--- config.mk ---
export PLATFORM = sky130hd
export DESIGN_NAME = shift_add_multiplier
export DESIGN_NICKNAME = d
export VERILOG_FILES = /design/src/rtl/shift_add_multiplier.sv
export SDC_FILE = /design/constraint.sdc
export NUM_CORES = 1
export LEC_CHECK = 0
export BUFFER_PORTS_ARGS = -buffer_cell sky130_fd_sc_hd__buf_4
export CAP_MARGIN = 20
export CORE_AREA = 2 2 78 80
export DETAILED_ROUTE_END_ITERATION = 6
export DIE_AREA = 0 0 80 82
export PLACE_DENSITY = 0.85
export SETUP_SLACK_MARGIN = 0.15
export SLEW_MARGIN = 20
export SYNTH_ARGS = -nofsm -noshare
export SYNTH_HDL_FRONTEND = slang
export SYNTH_SLANG_ARGS = --single-unit
--- constraint.sdc ---
create_clock -name clk -period 4.8 [get_ports clk]
set_clock_uncertainty 0.1 [all_clocks]
set_input_delay 0.24 -clock clk [delete_from_list [all_inputs] [get_ports clk]]
set_output_delay 0.24 -clock clk [all_outputs]
set_load 0.01 [all_outputs]
--- src/rtl/shift_add_multiplier.sv ---
// Sequential unsigned shift-and-add multiplier.
// Sits between the X/Y serial-to-parallel stages and the output serializer.
// A rising edge of (fx & fy) captures both operands. W add/shift iterations
// then build the 2W-bit product, which is presented with fp until ready drops.
module shift_add_multiplier #(
  parameter int W = 12
) (
  input  logic             clk,
  input  logic             reset,
  input  logic [W-1:0]     x_parallel,
  input  logic             fx,
  input  logic [W-1:0]     y_parallel,
  input  logic             fy,
  output logic [2*W-1:0]   product,
  output logic             busy,
  output logic             fp
);

  // The extra bit keeps the counter from wrapping at W for any width.
  localparam int CW = $clog2(W) + 1;

  typedef enum logic [1:0] {
    IDLE = 2'b00,
    MULT = 2'b01,
    DONE = 2'b10
  } state_t;

  state_t          state;
  state_t          state_next;

  logic            ready;
  logic            ready_q;
  logic            start;

  logic [W-1:0]    mcand;
  logic [W-1:0]    mplier;
  logic [W-1:0]    acc;
  logic [CW-1:0]   count;

  logic [W:0]      sum;
  logic [2*W-1:0]  shifted;
  logic            last_iter;

  // A new operation is launched only on a rise of the combined operand-valid level.
  assign ready     = fx & fy;
  assign start     = ready & ~ready_q;

  // Add the multiplicand when the current multiplier LSB is set, then shift
  // the whole {acc, mplier} pair right; the add carry becomes the new acc MSB.
  assign sum       = {1'b0, acc} + (mplier[0] ? {1'b0, mcand} : '0);
  assign shifted   = {sum, mplier[W-1:1]};
  assign last_iter = (count == CW'(W - 1));

  // State register with asynchronous reset back to IDLE.
  always_ff @(posedge clk or posedge reset) begin
    if (reset) begin
      state <= IDLE;
    end else begin
      state <= state_next;
    end
  end

  // Next-state logic: launch on start, finish after W iterations, leave DONE when ready falls.
  always_comb begin
    state_next = state;
    case (state)
      IDLE: begin
        if (start) begin
          state_next = MULT;
        end
      end
      MULT: begin
        if (last_iter) begin
          state_next = DONE;
        end
      end
      DONE: begin
        if (!ready) begin
          state_next = IDLE;
        end
      end
      default: begin
        state_next = IDLE;
      end
    endcase
  end

  // Status outputs decode directly from the registered state.
  always_comb begin
    busy = 1'b0;
    fp   = 1'b0;
    case (state)
      MULT:    busy = 1'b1;
      DONE:    fp   = 1'b1;
      default: begin
        busy = 1'b0;
        fp   = 1'b0;
      end
    endcase
  end

  // Datapath: operand capture, iteration, product update and the ready history bit.
  always_ff @(posedge clk or posedge reset) begin
    if (reset) begin
      ready_q <= 1'b0;
      mcand   <= '0;
      mplier  <= '0;
      acc     <= '0;
      count   <= '0;
      product <= '0;
    end else begin
      ready_q <= ready;
      case (state)
        IDLE: begin
          if (start) begin
            mcand  <= x_parallel;
            mplier <= y_parallel;
            acc    <= '0;
            count  <= '0;
          end
        end
        MULT: begin
          acc    <= shifted[2*W-1:W];
          mplier <= shifted[W-1:0];
          count  <= count + 1'b1;
          if (last_iter) begin
            product <= shifted;
          end
        end
        default: begin
        end
      endcase
    end
  end

endmodule

* Yosys cells after proc, flatten, opt, wreduce, memory -nomap -nowiden
Index checks and enable logic that the tools add are counted.
** Storage, ports and cells
- Register bits after elaboration :: 68
- Latch bits :: 0
- RAM bits :: 0
- Bits in read-only memories :: 0
- Input bits :: 28
- Word-level logic and storage cells :: 37
- Memories :: 0
** Cells by class
- Add/subtract/negate cells :: 2
- Multiply operators :: 0
- Div/mod/pow operators :: 0
- Order comparisons :: 0
- Equal/unequal tests :: 6
- Shifts and indexed selects :: 0
- Muxes and demuxes :: 13
- Bitwise operators :: 3
- Reductions and logical operators :: 6
** Operator list (number)
- 12-bit one-hot mux with 2 select lines :: 2
- 12-bit 2-to-1 mux :: 3
- 12-bit by 12-bit adder with 13-bit output :: 1
- 5-bit one-hot mux with 2 select lines :: 1
- 2-bit 2-to-1 mux :: 3
- 2-bit inequality test (second input constant) :: 3
- 2-bit one-hot mux with 3 select lines :: 1
- 2-bit AND reduction :: 3
- 5-bit by 1-bit adder with 5-bit output (second input constant) :: 1
- 5-bit by 4-bit == test with 1-bit output (second input constant) :: 1
- 5-bit 2-to-1 mux :: 1
- 3-bit AND reduction :: 1
- 1-bit AND :: 2
- 2-bit by 1-bit == test with 1-bit output (second input constant) :: 1
- 2-bit == test (second input constant) :: 1
- 2-bit logical NOT :: 1
- 1-bit 2-to-1 mux :: 2
- 2-bit nonzero test :: 1
- 1-bit NOT :: 1

* Logic depth before layout (Yosys ltp)
- Depth after elaboration :: 4
- Mapped depth :: 9

* Worst setup path after synthesis
OpenSTA, ideal clock, no wires.
- Kind :: reg2reg
- Start point :: reg mplier[0]
- End point :: reg product[19]
- Setup time :: 0.125 ns
- Arrival :: 2.245 ns
- Required time :: 4.575 ns
- Setup slack :: 2.331 ns
- Cell stages (with the launch flop) :: 10
- Buffers on the path :: 1
- Period minus slack after synthesis :: 2.469 ns
- Cells stage by stage :: dfrtp_1 clkbuf_1 and2_1 ha_1 fa_1 a211oi_1 o21ai_0 a31oi_1 xnor2_1 mux2_2
** Between the ends
- Cells in the longest elaborated chain, start to end :: 2
** RTL lines
- start: declaration :: line 36 : logic [W-1:0] mplier;
- start signal: assignment :: line 117 : mplier <= y_parallel;
- start signal: assignment :: line 124 : mplier <= shifted[W-1:0];
- 12-bit 2-to-1 mux :: line 50 : assign sum = {1'b0, acc} + (mplier[0] ? {1'b0, mcand} : '0);
- 12-bit by 12-bit adder with 13-bit output :: line 50
- end signal: assignment :: line 127 : product <= shifted;
- end: declaration :: line 14 : output logic [2*W-1:0] product,
No other way between the ends.
A chain may end at the register's enable or synchronous reset.

* Worst setup path in the final report
- Start point :: reg state[1]
- End point :: out busy
** Between the ends
- Cells in the longest elaborated chain, start to end :: 2
** RTL lines
- start: declaration :: line 28 : state_t state;
- start signal: assignment :: line 59 : state <= state_next;
- 2-bit by 1-bit == test with 1-bit output :: line 92 : case (state)
- 1-bit 2-to-1 mux :: line 92
- end: declaration :: line 15 : output logic busy,
No other way between the ends.

==> flow_metrics.tcl <==
set metrics [dict create \
    worst_pin_slew_ns 0.912 \
    critPathCaptureType "output port" \
    die_area_um2 6560 \
    die-height_um 82 \
    timing_hold_violations_final 0 \
    grt_pass1_wl_um 10900 \
    wl_per_cell_um 14.3 \
    rows 28 \
    grt_antenna_before_repair 0 \
    core_area_um2 5750 \
    cts_root_buffer "clkbuf_8" \
    cts-htree-levels 3 \
    synth_nets 364 \
    tns_ns 0 \
    leakagePower_uw 0.00204 \
    clkTransAtPathRegs_ns 0.07 \
    dr.first_iter.drc_count 216 \
    hold_path.class "in -> reg" \
    syn_area_um2 3290 \
    path_max_fanout 33 \
    drc 0 \
    fin_nets 416 \
    cts_tree "built" \
    drive_gt1_share_pct 24.0 \
    postCtsHoldBufs 0 \
    grt_pass1_vias 2382 \
    power.internal_uw 1440 \
    p_sw_share_pct 36.9 \
    seqPwrFrac_pct 41.9 \
    first_pass_iters 4 \
    seq_area_frac_synth_pct 51.7 \
    fmax_ghz 0.366 \
    vias 2514 \
    drv_cap 0 \
    dp_hpwl_um 4530 \
    post-place-ws_ns 2.11 \
    cts_buffers 9 \
    cp.required_ns 4.46 \
    gp_congestion 0.924 \
    portBuffers 53 \
    status "complete, no violations" \
    diodes 0 \
    fin_area_um2 3910 \
    final_max_slew_viol_count 0 \
    finalWirelength_um 6480 \
    die_w_um 80 \
    clkPwrFrac_pct 19.8 \
    worstPathArrival_ns 2.40 \
    switching_power_uw 844 \
    synth-warning-count 0 \
    pwr-share-comb_pct 38.3 \
    period_minus_slack_ns 2.74 \
    ys_async_sr_fraction_pct 100 \
    track_usage_pct 21.8 \
    ys_ff_latch 68 \
    power_density_nw_per_um2 585 \
    cts_sinks 68 \
    clk_latency_ns 0.34 \
    placed_area_um2 3720 \
    drtAntennaViolNets 0 \
    period_share_pct 57.0 \
    synth_cell_type_count 40 \
    synthCells 322 \
    cp-start-kind "register" \
    grt_max_degree 69 \
    ios 54 \
    postCtsSetupRepairBufs 0 \
    worst-setup-path-type "reg -> out" \
    ys.flop_type "dfrtp_1" \
    synth_edf_count 0 \
    slew_headroom_pct 39.1 \
    final_cell_mix "nand2_1 (68), dfrtp_1 (68), buf_4 (56)" \
    syn_to_final_growth_pct 18.7 \
    routed_via_density 5.54 \
    overflow 0 \
    vdd_drop_max_uv 347 \
    avgSynthCellArea_um2 10.2 \
    setup_viol 0 \
    rsz0062_at_grt "false" \
    clockBufferDepth 2 \
    setup_slack_ns 2.06 \
    cts_resized 0 \
    start_util_pct 57.3 \
]
-- flip-flops by register name, summed over array words and instances, names as in the netlist --
signal and count:
ready_q 1, state 2, product 24, mcand 12
acc 12, mplier 12, count 5
-- cells in the mapped netlist, types with 2 or more instances --
cell type | n | area share, %
mux2_2 | 15 | 5.1
and2_1 | 13 | 2.5
o21ai_1 | 2 | 0.30
o21ai_0 | 34 | 5.2
inv_1 | 6 | 0.68
ha_1 | 13 | 4.9
xor2_1 | 7 | 1.9
buf_1 | 2 | 0.23
clkbuf_1 | 7 | 0.80
xnor2_1 | 3 | 0.80
nand2_1 | 68 | 7.8
buf_2 | 2 | 0.30
a21oi_1 | 8 | 1.2
a22o_1 | 2 | 0.53
buf_6 | 4 | 1.4
nand3_1 | 16 | 2.4
a211oi_1 | 2 | 0.46
a21o_1 | 9 | 2.1
dfrtp_1 | 68 | 52
o31ai_1 | 2 | 0.46
mux2i_1 | 12 | 3.6
and3_1 | 2 | 0.38
nor2_1 | 8 | 0.91
-- area by class of cell --
cell class	instances	area, um^2
Timing Repair Buffer	56	420
Multi-Input combinational cell	233	1480
Tap cell	75	93.8
Clock inverter	6	63.8
Inverter	6	22.5
Clock buffer	10	128
Sequential cell	68	1700
Fill cell	463	1840
-- worst paths after layout --
check                                     from           to  slack (ns)  cells past startpoint
worst max-delay path                  state[1]         busy        2.06                      3
worst min-delay path            x_parallel[10]    mcand[10]        0.03                      2
worst max register to register        state[1]  product[21]        2.09                      5
worst min register to register        state[1]     state[0]        0.37                      1
max in group asynchronous                reset   product[9]        4.02                      3
min in group asynchronous                reset  product[10]        0.05                      3
-- worst max-delay path, stage by stage, from the launching register on --
cell and delay (ns):
dfrtp_1 0.40, nand2b_1 0.52, inv_1 0.88, buf_4 0.26
-- cell families after synthesis --
group           share of synthesized area, %
compound gates                          12.2
mux                                     8.78
simple gates                            15.8
fa+ha+maj                               5.55
buf+inv                                 3.38
xor+xnor                                2.66
flops                                   51.7
-- power by group through the flow --
stage / registers [uW] / logic (uW) / clock network (uW)
global route: 988 / 993 / 488
CTS: 958 / 884 / 464
floorplan: 957 / 598 / 0
detailed placement: 966 / 880 / 0
global placement: 959 / 843 / 0
finish: 958 / 876 / 453
-- metal layers --
metal / wire, um / vias up / global-route usage, %
met4: 153 / 0 / 10.3
li1: - / 1219 / -
met5: 0 / - / 0
met1: 2980 / 1221 / 29.3
met3: 285 / 14 / 3.41
met2: 3060 / 60 / 35.0
-- stage by stage --
| stage | utilization (%) | hold WS (ns) | power, uW | cells |
|---|---|---|---|---|
| 6_report | 68.1 | 0.0309 | 2290 | 454 |
| 5_1_grt | 68.1 | 0.0259 | 2470 | 454 |
| 4_1_cts | 68.1 | 0.0209 | 2310 | 454 |
| 3_5_place_dp | 64.7 | 0.361 | 1850 | 438 |
| 3_3_place_gp | 64.7 | 0.335 | 1800 | 438 |
| 2_1_floorplan | - | 0.286 | 1550 | 322 |
(Power assumes the default switching activity.)
